===== src/rtl/spi_display_arbiter.sv =====
// Shares one SPI panel link between init, clear and draw clients:
// boots with init then clear, then serves queued clear/draw jobs with a per-job timeout.
module spi_display_arbiter #(
  parameter int TIMEOUT = 27_000_000,
  parameter int TW      = 25
) (
  input  logic       i_clk,
  input  logic       i_rst,
  input  logic       i_clear_req,
  input  logic       i_draw_req,
  output logic [2:0] o_start,
  input  logic [2:0] i_done,
  input  logic [2:0] i_mosi,
  input  logic [2:0] i_dc,
  input  logic [2:0] i_cs,
  output logic       o_mosi,
  output logic       o_dc,
  output logic       o_cs,
  output logic       o_ready,
  output logic       o_busy,
  output logic       o_done,
  output logic       o_error
);

  typedef enum logic [2:0] {
    BOOT_INIT, WAIT_INIT, BOOT_CLEAR, WAIT_CLEAR, IDLE, START, BUSY, FAULT
  } state_t;

  localparam logic [TW-1:0] CNT_LAST = TW'(TIMEOUT - 1);

  state_t        state, state_nxt;
  logic [2:0]    grant, sel;
  logic          pend_clear, pend_draw;
  logic [TW-1:0] cnt;
  logic          done_g, tmo, in_wait, take;

  // Only the granted client's done counts; everything else is noise.
  assign done_g  = |(i_done & grant);
  assign in_wait = (state == WAIT_INIT) || (state == WAIT_CLEAR) || (state == BUSY);
  assign tmo     = in_wait && (cnt == CNT_LAST) && !done_g;
  assign take    = (state == IDLE) && (state_nxt == START);

  always_ff @(posedge i_clk) begin
    if (i_rst) state <= BOOT_INIT;
    else       state <= state_nxt;
  end

  always_comb begin
    state_nxt = state;
    case (state)
      BOOT_INIT:  state_nxt = WAIT_INIT;
      WAIT_INIT:  if (done_g) state_nxt = BOOT_CLEAR; else if (tmo) state_nxt = FAULT;
      BOOT_CLEAR: state_nxt = WAIT_CLEAR;
      WAIT_CLEAR: if (done_g) state_nxt = IDLE; else if (tmo) state_nxt = FAULT;
      IDLE:       if (pend_clear || pend_draw) state_nxt = START;
      START:      state_nxt = BUSY;
      BUSY:       if (done_g || tmo) state_nxt = IDLE;
      FAULT:      state_nxt = FAULT;
      default:    state_nxt = BOOT_INIT;
    endcase
  end

  // Grant and start are decoded from state; reset masks them so the link idles immediately.
  always_comb begin
    grant   = 3'b000;
    o_start = 3'b000;
    o_busy  = 1'b0;
    if (!i_rst) begin
      case (state)
        BOOT_INIT:  begin grant = 3'b001; o_start = 3'b001; end
        WAIT_INIT:  grant = 3'b001;
        BOOT_CLEAR: begin grant = 3'b010; o_start = 3'b010; end
        WAIT_CLEAR: grant = 3'b010;
        START:      begin grant = sel; o_start = sel; o_busy = 1'b1; end
        BUSY:       begin grant = sel; o_busy = 1'b1; end
        default:    grant = 3'b000;
      endcase
    end
  end

  always_comb begin
    o_mosi = 1'b0;
    o_dc   = 1'b0;
    o_cs   = 1'b1;
    case (grant)
      3'b001:  begin o_mosi = i_mosi[0]; o_dc = i_dc[0]; o_cs = i_cs[0]; end
      3'b010:  begin o_mosi = i_mosi[1]; o_dc = i_dc[1]; o_cs = i_cs[1]; end
      3'b100:  begin o_mosi = i_mosi[2]; o_dc = i_dc[2]; o_cs = i_cs[2]; end
      default: begin o_mosi = 1'b0; o_dc = 1'b0; o_cs = 1'b1; end
    endcase
  end

  always_ff @(posedge i_clk) begin
    if (i_rst) begin
      pend_clear <= 1'b0;
      pend_draw  <= 1'b0;
      sel        <= 3'b000;
      cnt        <= '0;
      o_ready    <= 1'b0;
      o_done     <= 1'b0;
      o_error    <= 1'b0;
    end else begin
      cnt    <= in_wait ? cnt + TW'(1) : '0;
      o_done <= (state == BUSY) && done_g;
      if (tmo) o_error <= 1'b1;
      if ((state == WAIT_CLEAR) && done_g) o_ready <= 1'b1;
      if (take) sel <= pend_clear ? 3'b010 : 3'b100;
      // A new request in the cycle its bit is consumed keeps the bit set.
      if (state != FAULT) begin
        pend_clear <= i_clear_req | (pend_clear & ~take);
        pend_draw  <= i_draw_req  | (pend_draw  & ~(take & ~pend_clear));
      end
    end
  end

endmodule


===== config.mk =====
export PLATFORM = sky130hd
export DESIGN_NAME = spi_display_arbiter
export DESIGN_NICKNAME = d
export VERILOG_FILES = /design/src/rtl/spi_display_arbiter.sv
export SDC_FILE = /design/constraint.sdc
export NUM_CORES = 1
export LEC_CHECK = 0
export ABC_AREA = 1
export CAP_MARGIN = 0
export CORE_MARGIN = 2
export CORE_UTILIZATION = 40
export DETAILED_ROUTE_END_ITERATION = 8
export GPL_ROUTABILITY_DRIVEN = 0
export SLEW_MARGIN = 40
export SYNTH_ARGS = -nofsm -noshare
export SYNTH_HDL_FRONTEND = slang
export SYNTH_SLANG_ARGS = --single-unit

===== constraint.sdc =====
create_clock -name i_clk -period 1.6 [get_ports i_clk]
set_clock_uncertainty 0.15 [all_clocks]
set_input_delay 0.4 -clock i_clk [delete_from_list [all_inputs] [get_ports i_clk]]
set_output_delay 0.4 -clock i_clk [all_outputs]
set_load 0.005 [all_outputs]

==> out/qor.yml <==
floorplan:
  rows: 25
  die_x_um: 75.1
  die-area_um2: 5650
  die_y_um: 75.1
  ios: 26
  start_util: 0.420
  fp.coreArea_um2: 4820
sta:
  slew_headroom: 0.741
  final_hold_viol_count: 0
  period_share: 1.30
  tns_ns: -4.80
  rsz0062_at_grt: "yes"
  fmax_mhz: 482
  setup_violations: 38
  final_max_slew_viol_count: 0
  period_needed_ns: 2.08
  setup_ws_ns: -0.476
  tightest_slew_ns: 0.385
  holdWs_ns: 0.320
power_and_ir_drop:
  p_sw_w: 0.000565
  power_frac_clock: 0.326
  vdd_ir_drop_max_mv: 0.397
  p_int_w: 0.00139
  p_seq_frac: 0.458
  swShare: 0.290
  powerDensity_nw_per_um2: 561
  p_comb_frac: 0.216
  p_leak_nw: 1.42
worst_setup_path:
  reg2reg_depth: 10
  r2r_end: "pend_draw"
  reg2reg_from: "state[2]"
  end_kind: "primary output"
  cp.arrival_ns: 1.53
  ff2ff_setup_slack_ns: -0.18
  cp-start-kind: "register"
  crit_type: "register to primary output"
  cp.required_ns: 1.05
  crit_fanout: 4
route:
  met2_wirelength_um: 3320
  drt-met1-wl_um: 3150
  met3WireLength_um: 277
  vias: 2384
  first_pass_iters: 4
  wl_per_cell_um: 14.5
  routed_via_density: 5.04
  drcViolationCount: 0
  drt_iter0_drc: 91
  top_layer_used: "met4"
  routed_wl_um: 6880
  ant_nets: 0
hold_path:
  worstHoldPathCells: 2
  min_path_type: "register to register"
  hold_start: "o_error"
  hold-path-endpoint: "o_error"
clock_tree:
  clk_pin_slew_ns: 0.08
  clock-sinks: 35
  cts_tree: "built"
  clock_latency_ns: 0.30
  cts-buffers-inserted: 5
  htreeDepth: 2
  clockRootBuffer: "clkbuf_8"
  cts.path.max_buffers: 2
place:
  io_buffers: 25
  place_hpwl_um: 4330
  pre_cts_ws_ns: -0.946
logic_synthesis:
  synth_top_family_by_area: "simple AND/OR/NAND/NOR gates"
  yosys_warnings: 0
  ys_ff_latch: 35
  synth_most_common_cell: "nand2_1"
  muxShareOfSynthArea: 0
  synth.area.top_cells: "dfxtp_1, nand2_1, nor2_1, inv_1, a21oi_1"
  synth_cells: 310
  synth_area_um2: 2020
  yosys.area.top_type: "dfxtp_1"
  async_flop_share: 0
  synth-edff-count: 0
  yosys-top-cells-count: "nand2_1, nor2_1, inv_1, dfxtp_1"
  synth_top_area_share: 0.346
  synth_seq_area_share: 0.346
  synth-compound-area-share: 0.0760
  synthXorXnorAreaFrac: 0.0260
  synthAdderAreaFrac: 0.00618
  synth-main-ff-cell: "dfxtp_1"
  synth.distinct_cells: 31
  avgSynthCellArea_um2: 6.53
  yosys.area_share.simple: 0.453
  syn_nets: 327
status:
  violations: "negative setup slack"
  status: "finished with violations"
finish:
  diodes: 0
  seqCellArea_um2: 749
  multiInputGateArea_um2: 1580
  nFillCells: 379
  final_util: 0.721
  layout.nets: 423
  layout-drive-gt1-share: 0.552
  areaGrowthSynthToFinish_pct: 71.6
global_route:
  grt_max_degree: 12
  grt_usage: 0.219
  grt_pass1_vias: 2113
  grt_pass1_wl_um: 9450
  grt_antenna_before_repair: 0
  grt_overflow: 0
run:
  maxCapViolCount: 0
[power by group through the flow]
stage          clock [W]  combinational (W)  sequential (W)
6_report        0.000636           0.000421        0.000894
2_1_floorplan          0           0.000124        0.000917
3_5_place_dp           0           0.000291        0.000919
5_1_grt         0.000674           0.000451        0.000895
4_1_cts         0.000644           0.000328        0.000901
3_3_place_gp           0           0.000290        0.000919
[worst max-delay path: stages (launching register included)]
cell and delay (ns):
dfxtp_4 0.37, inv_2 0.07, nand3_2 0.09, nand2_2 0.10, buf_4 0.13, nand2_4 0.05, nor2_4 0.13, nor2_1 0.05
nand2_1 0.05, nand4_1 0.06, buf_2 0.13
[metrics by stage]
stage / instance area (um^2) / instances / power (W)
2_1_floorplan: 2040 / 310 / 0.00104
3_3_place_gp: 2740 / 449 / 0.00121
3_5_place_dp: 2740 / 449 / 0.00121
4_1_cts: 3000 / 463 / 0.00187
5_1_grt: 3470 / 473 / 0.00202
6_report: 3470 / 473 / 0.00195
[placed cells by master, fill, tap and decap left out, drive strengths merged]
| cell type | instances |
|---|---|
| a21oi | 20 |
| buf | 76 |
| clkbuf | 6 |
| clkdlybuf4s50 | 14 |
| clkinv | 3 |
| dfxtp | 35 |
| dlygate4sd2 | 3 |
| ha | 1 |
| inv | 40 |
| nand2 | 80 |
| nand3 | 24 |
| nand4 | 13 |
| nor2 | 59 |
| nor3 | 9 |
| nor3b | 1 |
| nor4 | 1 |
| o211a | 1 |
| o21a | 1 |
| o21ai | 6 |
| o22ai | 1 |
| or2 | 5 |
| or3 | 1 |
| xnor2 | 3 |
| xor2 | 3 |
[registers in the layout (all words and copies together) (netlist names)]
register	cells
o_error	1
pend_clear	1
o_done	1
state	3
cnt	25
pend_draw	1
sel	2
o_ready	1
[worst max-delay path by stage]
stage,startpoint,endpoint,slack [ns],cells after the start
final,state[1],o_cs,-0.48,10
after global routing,state[1],o_cs,-0.55,10
after CTS,state[1],o_cs,-0.45,12
after detailed placement,i_rst,o_cs,-0.95,7
after global placement,i_rst,o_cs,-0.92,7
after floorplan,state[1],o_cs,-0.09,12
[layer usage]
metal | GRT usage | up-vias
li1 | - | 1184
met1 | 0.312 | 1126
met2 | 0.343 | 61
met3 | 0.0361 | 13
met4 | 0.0643 | 0
met5 | 0 | -
[final cells by class]
cell class                      instances  share of cell area
Multi-Input combinational cell        229               0.454
Timing Repair Buffer                   94               0.233
Sequential cell                        35               0.216
Inverter                               41              0.0493
Tap cell                               67              0.0241
Clock buffer                            5              0.0198
Clock inverter                          2             0.00396
[kinds of logic after synthesis]
kind of cell               after synthesis
buffers and inverters                   46
and+or+nand+nor                        193
xor gates and xnor gates                 6
adders and majority gates                1
DFF                                     35
AOI/OAI and AO/OA                       29
[what timing repair did]
action,4_1_cts,5_1_grt
pin swaps,18,36
resized for setup,83,127
endpoints found under the setup margin,41,36
setup buffers,7,12
hold buffers,0,0
No activity file was read; power rests on OpenSTA's default activity.
